### src/rtl/sdam_pkg.sv
// Shared SDAM link definitions used by the transmitter and the receiver.
// Holds the frame field widths, the fixed line levels, the frame state
// encoding, the latched request payload and the frame parity helper.
package sdam_pkg;

  localparam int unsigned SDAM_ADDR_W    = 8;
  localparam int unsigned SDAM_DATA_W    = 16;
  localparam int unsigned SDAM_BIT_CNT_W = 4;

  localparam logic SDAM_START_BIT = 1'b0;
  localparam logic SDAM_MODE_WR   = 1'b1;
  localparam logic SDAM_IDLE_LVL  = 1'b1;

  typedef enum logic [2:0] {
    ST_IDLE,
    ST_START,
    ST_MODE,
    ST_ADDR,
    ST_DATA,
    ST_PARITY,
    ST_STOP
  } sdam_state_e;

  typedef struct packed {
    logic [SDAM_DATA_W-1:0] data;
    logic [SDAM_ADDR_W-1:0] addr;
  } sdam_req_t;

  // XOR of all address and data bits; sending it makes the frame even parity.
  function automatic logic sdam_parity(input sdam_req_t req);
    return ^req;
  endfunction

endpackage

### src/rtl/sdam_clk_gen.sv
// Free-running SDAM serial clock generator.
// scl toggles every HALF_DIV clk cycles (50% duty, starts low after reset).
// Ports:
//   clk, reset   system clock, synchronous active-high reset
//   scl_o        registered serial clock
//   fall_tick_c  combinational; high in the clk cycle whose rising edge
//                drives scl from 1 to 0
module sdam_clk_gen #(
  parameter int unsigned HALF_DIV = 2
) (
  input  logic clk,
  input  logic reset,
  output logic scl_o,
  output logic fall_tick_c
);

  localparam int unsigned CNT_W = (HALF_DIV > 1) ? $clog2(HALF_DIV) : 1;
  localparam logic [CNT_W-1:0] CNT_MAX = CNT_W'(HALF_DIV - 1);

  logic [CNT_W-1:0] cnt_q, cnt_d;
  logic             scl_q, scl_d;
  logic             wrap_c;

  // Half-period counter; scl flips on every wrap.
  always_comb begin
    wrap_c = (cnt_q == CNT_MAX);
    cnt_d  = wrap_c ? '0 : cnt_q + CNT_W'(1);
    scl_d  = wrap_c ? ~scl_q : scl_q;
  end

  always_ff @(posedge clk) begin
    if (reset) begin
      cnt_q <= '0;
      scl_q <= 1'b0;
    end else begin
      cnt_q <= cnt_d;
      scl_q <= scl_d;
    end
  end

  assign scl_o       = scl_q;
  assign fall_tick_c = wrap_c & scl_q;

endmodule

### src/rtl/sdam_tx.sv
// SDAM serial write-frame transmitter.
// Accepts one address/data request via valid/ready and serialises
// start, mode, addr[0..7], data[0..15], (parity), stop on sda, changing
// sda only when scl falls so it is stable at every scl rising edge.
// Optional feature macro: SDAM_TX_PARITY_EN inserts an even-parity bit
// between the data and stop bits (28-bit frame instead of 27).
// Ports:
//   clk, reset          system clock, synchronous active-high reset
//   in_valid, in_ready  request handshake; ain/din sampled on acceptance
//   ain, din            address and data to send
//   scl, sda            serial link clock and data (sda idles high)
//   busy                a frame is pending or being transmitted
//   done                one-clk pulse when the stop bit completes
module sdam_tx
  import sdam_pkg::*;
#(
  parameter int unsigned HALF_DIV = 2
) (
  input  logic                   clk,
  input  logic                   reset,
  input  logic                   in_valid,
  output logic                   in_ready,
  input  logic [SDAM_ADDR_W-1:0] ain,
  input  logic [SDAM_DATA_W-1:0] din,
  output logic                   scl,
  output logic                   sda,
  output logic                   busy,
  output logic                   done
);

  localparam logic [SDAM_BIT_CNT_W-1:0] ADDR_LAST = SDAM_BIT_CNT_W'(SDAM_ADDR_W - 1);
  localparam logic [SDAM_BIT_CNT_W-1:0] DATA_LAST = SDAM_BIT_CNT_W'(SDAM_DATA_W - 1);

  logic                      fall_tick_c;
  logic                      accept_c;
  sdam_state_e               state_q, state_d;
  sdam_req_t                 req_q, req_d;
  logic [SDAM_BIT_CNT_W-1:0] bit_cnt_q, bit_cnt_d;
  logic                      pend_q, pend_d;
  logic                      sda_q, sda_d;
  logic                      rdy_q, rdy_d;
  logic                      busy_q, busy_d;
  logic                      done_q, done_d;
`ifdef SDAM_TX_PARITY_EN
  logic                      par_q, par_d;
`endif

  sdam_clk_gen #(
    .HALF_DIV(HALF_DIV)
  ) u_clk_gen (
    .clk        (clk),
    .reset      (reset),
    .scl_o      (scl),
    .fall_tick_c(fall_tick_c)
  );

  // Frame sequencing on scl falling edges plus the request handshake.
  always_comb begin
    state_d   = state_q;
    req_d     = req_q;
    bit_cnt_d = bit_cnt_q;
    pend_d    = pend_q;
    sda_d     = sda_q;
    rdy_d     = rdy_q;
    busy_d    = busy_q;
    done_d    = 1'b0;
`ifdef SDAM_TX_PARITY_EN
    par_d     = par_q;
`endif
    accept_c  = in_valid & rdy_q;

    if (fall_tick_c) begin
      case (state_q)
        ST_IDLE: begin
          sda_d = SDAM_IDLE_LVL;
          if (pend_q) begin
            state_d = ST_START;
            sda_d   = SDAM_START_BIT;
            pend_d  = 1'b0;
          end
        end
        ST_START: begin
          state_d = ST_MODE;
          sda_d   = SDAM_MODE_WR;
        end
        ST_MODE: begin
          state_d   = ST_ADDR;
          sda_d     = req_q.addr[0];
          bit_cnt_d = '0;
        end
        // Address and data are shifted right so bit 0 is always the next bit.
        ST_ADDR: begin
          if (bit_cnt_q == ADDR_LAST) begin
            state_d   = ST_DATA;
            sda_d     = req_q.data[0];
            bit_cnt_d = '0;
          end else begin
            req_d.addr = req_q.addr >> 1;
            sda_d      = req_q.addr[1];
            bit_cnt_d  = bit_cnt_q + SDAM_BIT_CNT_W'(1);
          end
        end
        ST_DATA: begin
          if (bit_cnt_q == DATA_LAST) begin
`ifdef SDAM_TX_PARITY_EN
            state_d = ST_PARITY;
            sda_d   = par_q;
`else
            state_d = ST_STOP;
            sda_d   = SDAM_IDLE_LVL;
`endif
            bit_cnt_d = '0;
          end else begin
            req_d.data = req_q.data >> 1;
            sda_d      = req_q.data[1];
            bit_cnt_d  = bit_cnt_q + SDAM_BIT_CNT_W'(1);
          end
        end
`ifdef SDAM_TX_PARITY_EN
        ST_PARITY: begin
          state_d = ST_STOP;
          sda_d   = SDAM_IDLE_LVL;
        end
`endif
        ST_STOP: begin
          state_d = ST_IDLE;
          sda_d   = SDAM_IDLE_LVL;
          done_d  = 1'b1;
        end
        default: begin
          state_d = ST_IDLE;
          sda_d   = SDAM_IDLE_LVL;
        end
      endcase
    end

    // Ready returns the cycle after the done pulse.
    if (done_q) begin
      rdy_d  = 1'b1;
      busy_d = 1'b0;
    end

    // Acceptance only happens while idle, so it never collides with shifting.
    if (accept_c) begin
      req_d.addr = ain;
      req_d.data = din;
      pend_d     = 1'b1;
      rdy_d      = 1'b0;
      busy_d     = 1'b1;
`ifdef SDAM_TX_PARITY_EN
      par_d      = sdam_parity(req_d);
`endif
    end
  end

  always_ff @(posedge clk) begin
    if (reset) begin
      state_q   <= ST_IDLE;
      req_q     <= '0;
      bit_cnt_q <= '0;
      pend_q    <= 1'b0;
      sda_q     <= SDAM_IDLE_LVL;
      rdy_q     <= 1'b1;
      busy_q    <= 1'b0;
      done_q    <= 1'b0;
`ifdef SDAM_TX_PARITY_EN
      par_q     <= 1'b0;
`endif
    end else begin
      state_q   <= state_d;
      req_q     <= req_d;
      bit_cnt_q <= bit_cnt_d;
      pend_q    <= pend_d;
      sda_q     <= sda_d;
      rdy_q     <= rdy_d;
      busy_q    <= busy_d;
      done_q    <= done_d;
`ifdef SDAM_TX_PARITY_EN
      par_q     <= par_d;
`endif
    end
  end

  assign in_ready = rdy_q;
  assign sda      = sda_q;
  assign busy     = busy_q;
  assign done     = done_q;

endmodule
### config.mk
export PLATFORM = sky130hd
export DESIGN_NAME = sdam_tx
export DESIGN_NICKNAME = d
export VERILOG_FILES = /design/src/rtl/sdam_pkg.sv /design/src/rtl/sdam_clk_gen.sv /design/src/rtl/sdam_tx.sv
export SDC_FILE = /design/constraint.sdc
export NUM_CORES = 1
export LEC_CHECK = 0
export ABC_AREA = 1
export CAP_MARGIN = 0
export CELL_PAD_IN_SITES_DETAIL_PLACEMENT = 0
export CELL_PAD_IN_SITES_GLOBAL_PLACEMENT = 2
export CORE_MARGIN = 2
export CORE_UTILIZATION = 28
export DETAILED_ROUTE_END_ITERATION = 16
export PLACE_DENSITY_LB_ADDON = 0.1
export SLEW_MARGIN = 20
export SYNTH_ARGS = -nofsm -noshare
export SYNTH_HDL_FRONTEND = slang
export SYNTH_SLANG_ARGS = --single-unit
### constraint.sdc
create_clock -name clk -period 1.6 [get_ports clk]
set_input_delay 0.16 -clock clk [delete_from_list [all_inputs] [get_ports clk]]
set_output_delay 0.16 -clock clk [all_outputs]
set_load 0.02 [all_outputs]
==> results.sh <==
export IMPL_utilization_pct=36.39
export IMPL_fin_nets=354
export IMPL_cp_end_kind="output pin"
export IMPL_initial_core_util_pct=28.55
export IMPL_worstMarginPinSlew_ps=297.6
export IMPL_max_clock_path_buffers=2
export IMPL_max_stage_delay_ps=630
export IMPL_setup_tns_final_ps=0
export IMPL_stdcell_count=407
export IMPL_drt_first_iter_violations=37
export IMPL_syn_nets=318
export IMPL_max_cap_violations=0
export IMPL_routed_wl_um=4776
export IMPL_avgSynthCellArea_um2=6.614
export IMPL_finalClockSkew_ps=7.519
export IMPL_yosysWarningCount=0
export IMPL_r2r_start="bit_cnt_q[0]"
export IMPL_crit_required_ps=1440
export IMPL_overflow=0
export IMPL_clk_root_buffer_cell="clkbuf_8"
export IMPL_die_x_um=86.77
export IMPL_ios=32
export IMPL_clkTransAtPathRegs_ps=80
export IMPL_slowest_stage="clkdlybuf4s50_1"
export IMPL_slew_headroom_pct=80.13
export IMPL_start_kind="flop"
export IMPL_antenna_cells=0
export IMPL_die_area_mm2=0.007528
export IMPL_yosysTopAreaCellShare_pct=39.66
export IMPL_cp_buffers_inverters=1
export IMPL_rows=30
export IMPL_grt_usage_pct=13.52
export IMPL_drv_slew=0
export IMPL_fmax_mhz=677.5
export IMPL_status="completed"
export IMPL_crit_family="buffers and inverters"
export IMPL_finalCritPeriodShare_pct=92.25
export IMPL_synth_compound_area_share_pct=10.83
export IMPL_ys_seq_elements=38
export IMPL_critPathLaunch="in_ready"
export IMPL_ff2ff_setup_slack_ps=140
export IMPL_vias=1810
export IMPL_antenna_found_initial=0
export IMPL_grt_max_degree=23
export IMPL_cts_num_sinks=38
export IMPL_cts_made_buffers=5
export IMPL_via_per_inst=4.447
export IMPL_cp_arrival_ps=1320
export IMPL_ys_flop_type="dfxtp_1"
export IMPL_routedWlPerCell_um=11.73
export IMPL_synth_seq_area_share_pct=39.66
export IMPL_synth_area_mm2=0.001918
export IMPL_first_global_vias=1744
export IMPL_synth_xor_area_share_pct=0
export IMPL_dieHeight_um=86.77
export IMPL_synth_area_mux_share_pct=0
export IMPL_cp_cell_sequence="clkdlybuf4s50_1"
export IMPL_insertion_delay_ps=290
export IMPL_synth_fa_ha_area_share_pct=0.6523
export IMPL_ant_nets=0
export IMPL_critical_path_max_fanout=3
export IMPL_min_period_ps=1476
export IMPL_critical_path_class="flop to output pin"
export IMPL_io_buffers=31
export IMPL_ctsHtreeMaxLevel=2
export IMPL_synth_async_reset_ratio_pct=0
export IMPL_setup_violations=0
export IMPL_hold_path_class="input port to flop"
export IMPL_yosysTopAreaCell="dfxtp_1"
export IMPL_core_mm2=0.006719
export IMPL_drive_above_1_share_pct=11.31
export IMPL_firstDrtPassIters=4
export IMPL_p_total_mw=2.111
export IMPL_netlist_cell_type_count=25
export IMPL_p_per_area_mw_per_mm2=863.2
export IMPL_post_place_cells=397
export IMPL_syn_to_final_growth_pct=27.46
export IMPL_hold_viol=0
export IMPL_route_detailed_drc=0
export IMPL_whs_ps=420.1
export IMPL_worst_ir_drop_vdd_mv=0.2926
export IMPL_synth_top_family_by_area="simple AND/OR/NAND/NOR gates"
export IMPL_ys_top_cells_by_count="106 x nand2_1, 41 x nor2_1, 38 x dfxtp_1"
export IMPL_synth_area_top_cells="dfxtp_1 40%, nand2_1 21%, nor2_1 8.0%"
export IMPL_leakagePower_nw=1.031
export IMPL_grt_pass1_wl_um=8004
export IMPL_synth_simple_area_share_pct=40.97
export IMPL_syn_inst=290
export IMPL_yosysMostFrequentCell="nand2_1"
export IMPL_synth_edff_count=0
export IMPL_min_delay_start="ain[7]"
export IMPL_dp_hpwl_um=3257
export IMPL_cts_tree="built"
export IMPL_gp_congestion=0.7180
## path summary, 6_finish.rpt
check / end / depth (start not counted)
max: in_ready / 1
min: req_q[7] / 3
max reg2reg: req_q[10] / 8
min reg2reg: u_clk_gen.cnt_q / 1
## report_power, final
group	switching, mW	internal, mW	leakage (nW)
Clock	0.358	0.348	0.0482
Sequential	0.0329	1.00	0.311
Combinational	0.202	0.168	0.672
## metal layers
metal  wire [um]  vias up  GRT usage [%]
met1        2413      797          16.77
met2        2181       19          23.08
met5           0        -              0
li1            -      986              -
met4          70        0          4.688
met3         110        8          2.952
## layout by cell type (no fill, tap or decap)
cell type	netlist	layout
clkbuf_8	0	6
clkinv_2	0	1
nand3_1	19	18
nand2_1	106	105
nand2_4	3	3
ha_2	0	1
nand3_2	0	2
nor3_1	2	2
nand3_4	2	3
nor2_1	41	41
nor2_2	2	2
buf_4	0	8
nor2_4	2	2
inv_8	0	1
a21oi_2	2	2
o21ai_1	10	10
dfxtp_1	38	38
nand4_1	1	1
o21bai_1	2	2
inv_1	16	16
a21oi_1	14	14
clkbuf_1	3	1
inv_2	2	2
o21ai_0	11	11
nand2_2	3	4
clkdlybuf4s50_1	0	31
## repair_timing
action                                  4_1_cts  5_1_grt
endpoints found under the setup margin        0       17
setup buffers                                 0        0
gates resized for setup                       0        5
hold buffers                                  0        0
## flip-flops by register name, indices dropped and copies added (netlist names)
signal and cells:
done 1, state_q 3, in_ready 1, u_clk_gen.scl_o 1
req_q 24, pend_q 1, busy 1, sda 1
bit_cnt_q 4, u_clk_gen.cnt_q 1
## cells by family after synthesis
logic type | count (synthesis)
fa+ha+maj | 1
compound gates | 39
buf+inv | 31
simple gates | 181
flops | 38
## final cells by class
class | count | area (um^2)
inverters | 19 | 78.83
multi-input cells | 223 | 1044
fillers | 753 | 4274
well taps | 80 | 100.1
flip-flops and latches | 38 | 760.7
clock inverters | 1 | 5.005
repair buffers | 39 | 370.4
clock buffers | 7 | 86.33
## per-stage QoR
| step | area, um^2 | setup slack (ps) |
|---|---|---|
| global placement | 2313 | 89.71 |
| finish | 2445 | 124.0 |
| CTS | 2405 | 63.61 |
| global route | 2445 | -10.27 |
| detailed placement | 2313 | 77.00 |
| floorplan | 1918 | 276.5 |
(Power assumes the default switching activity.)
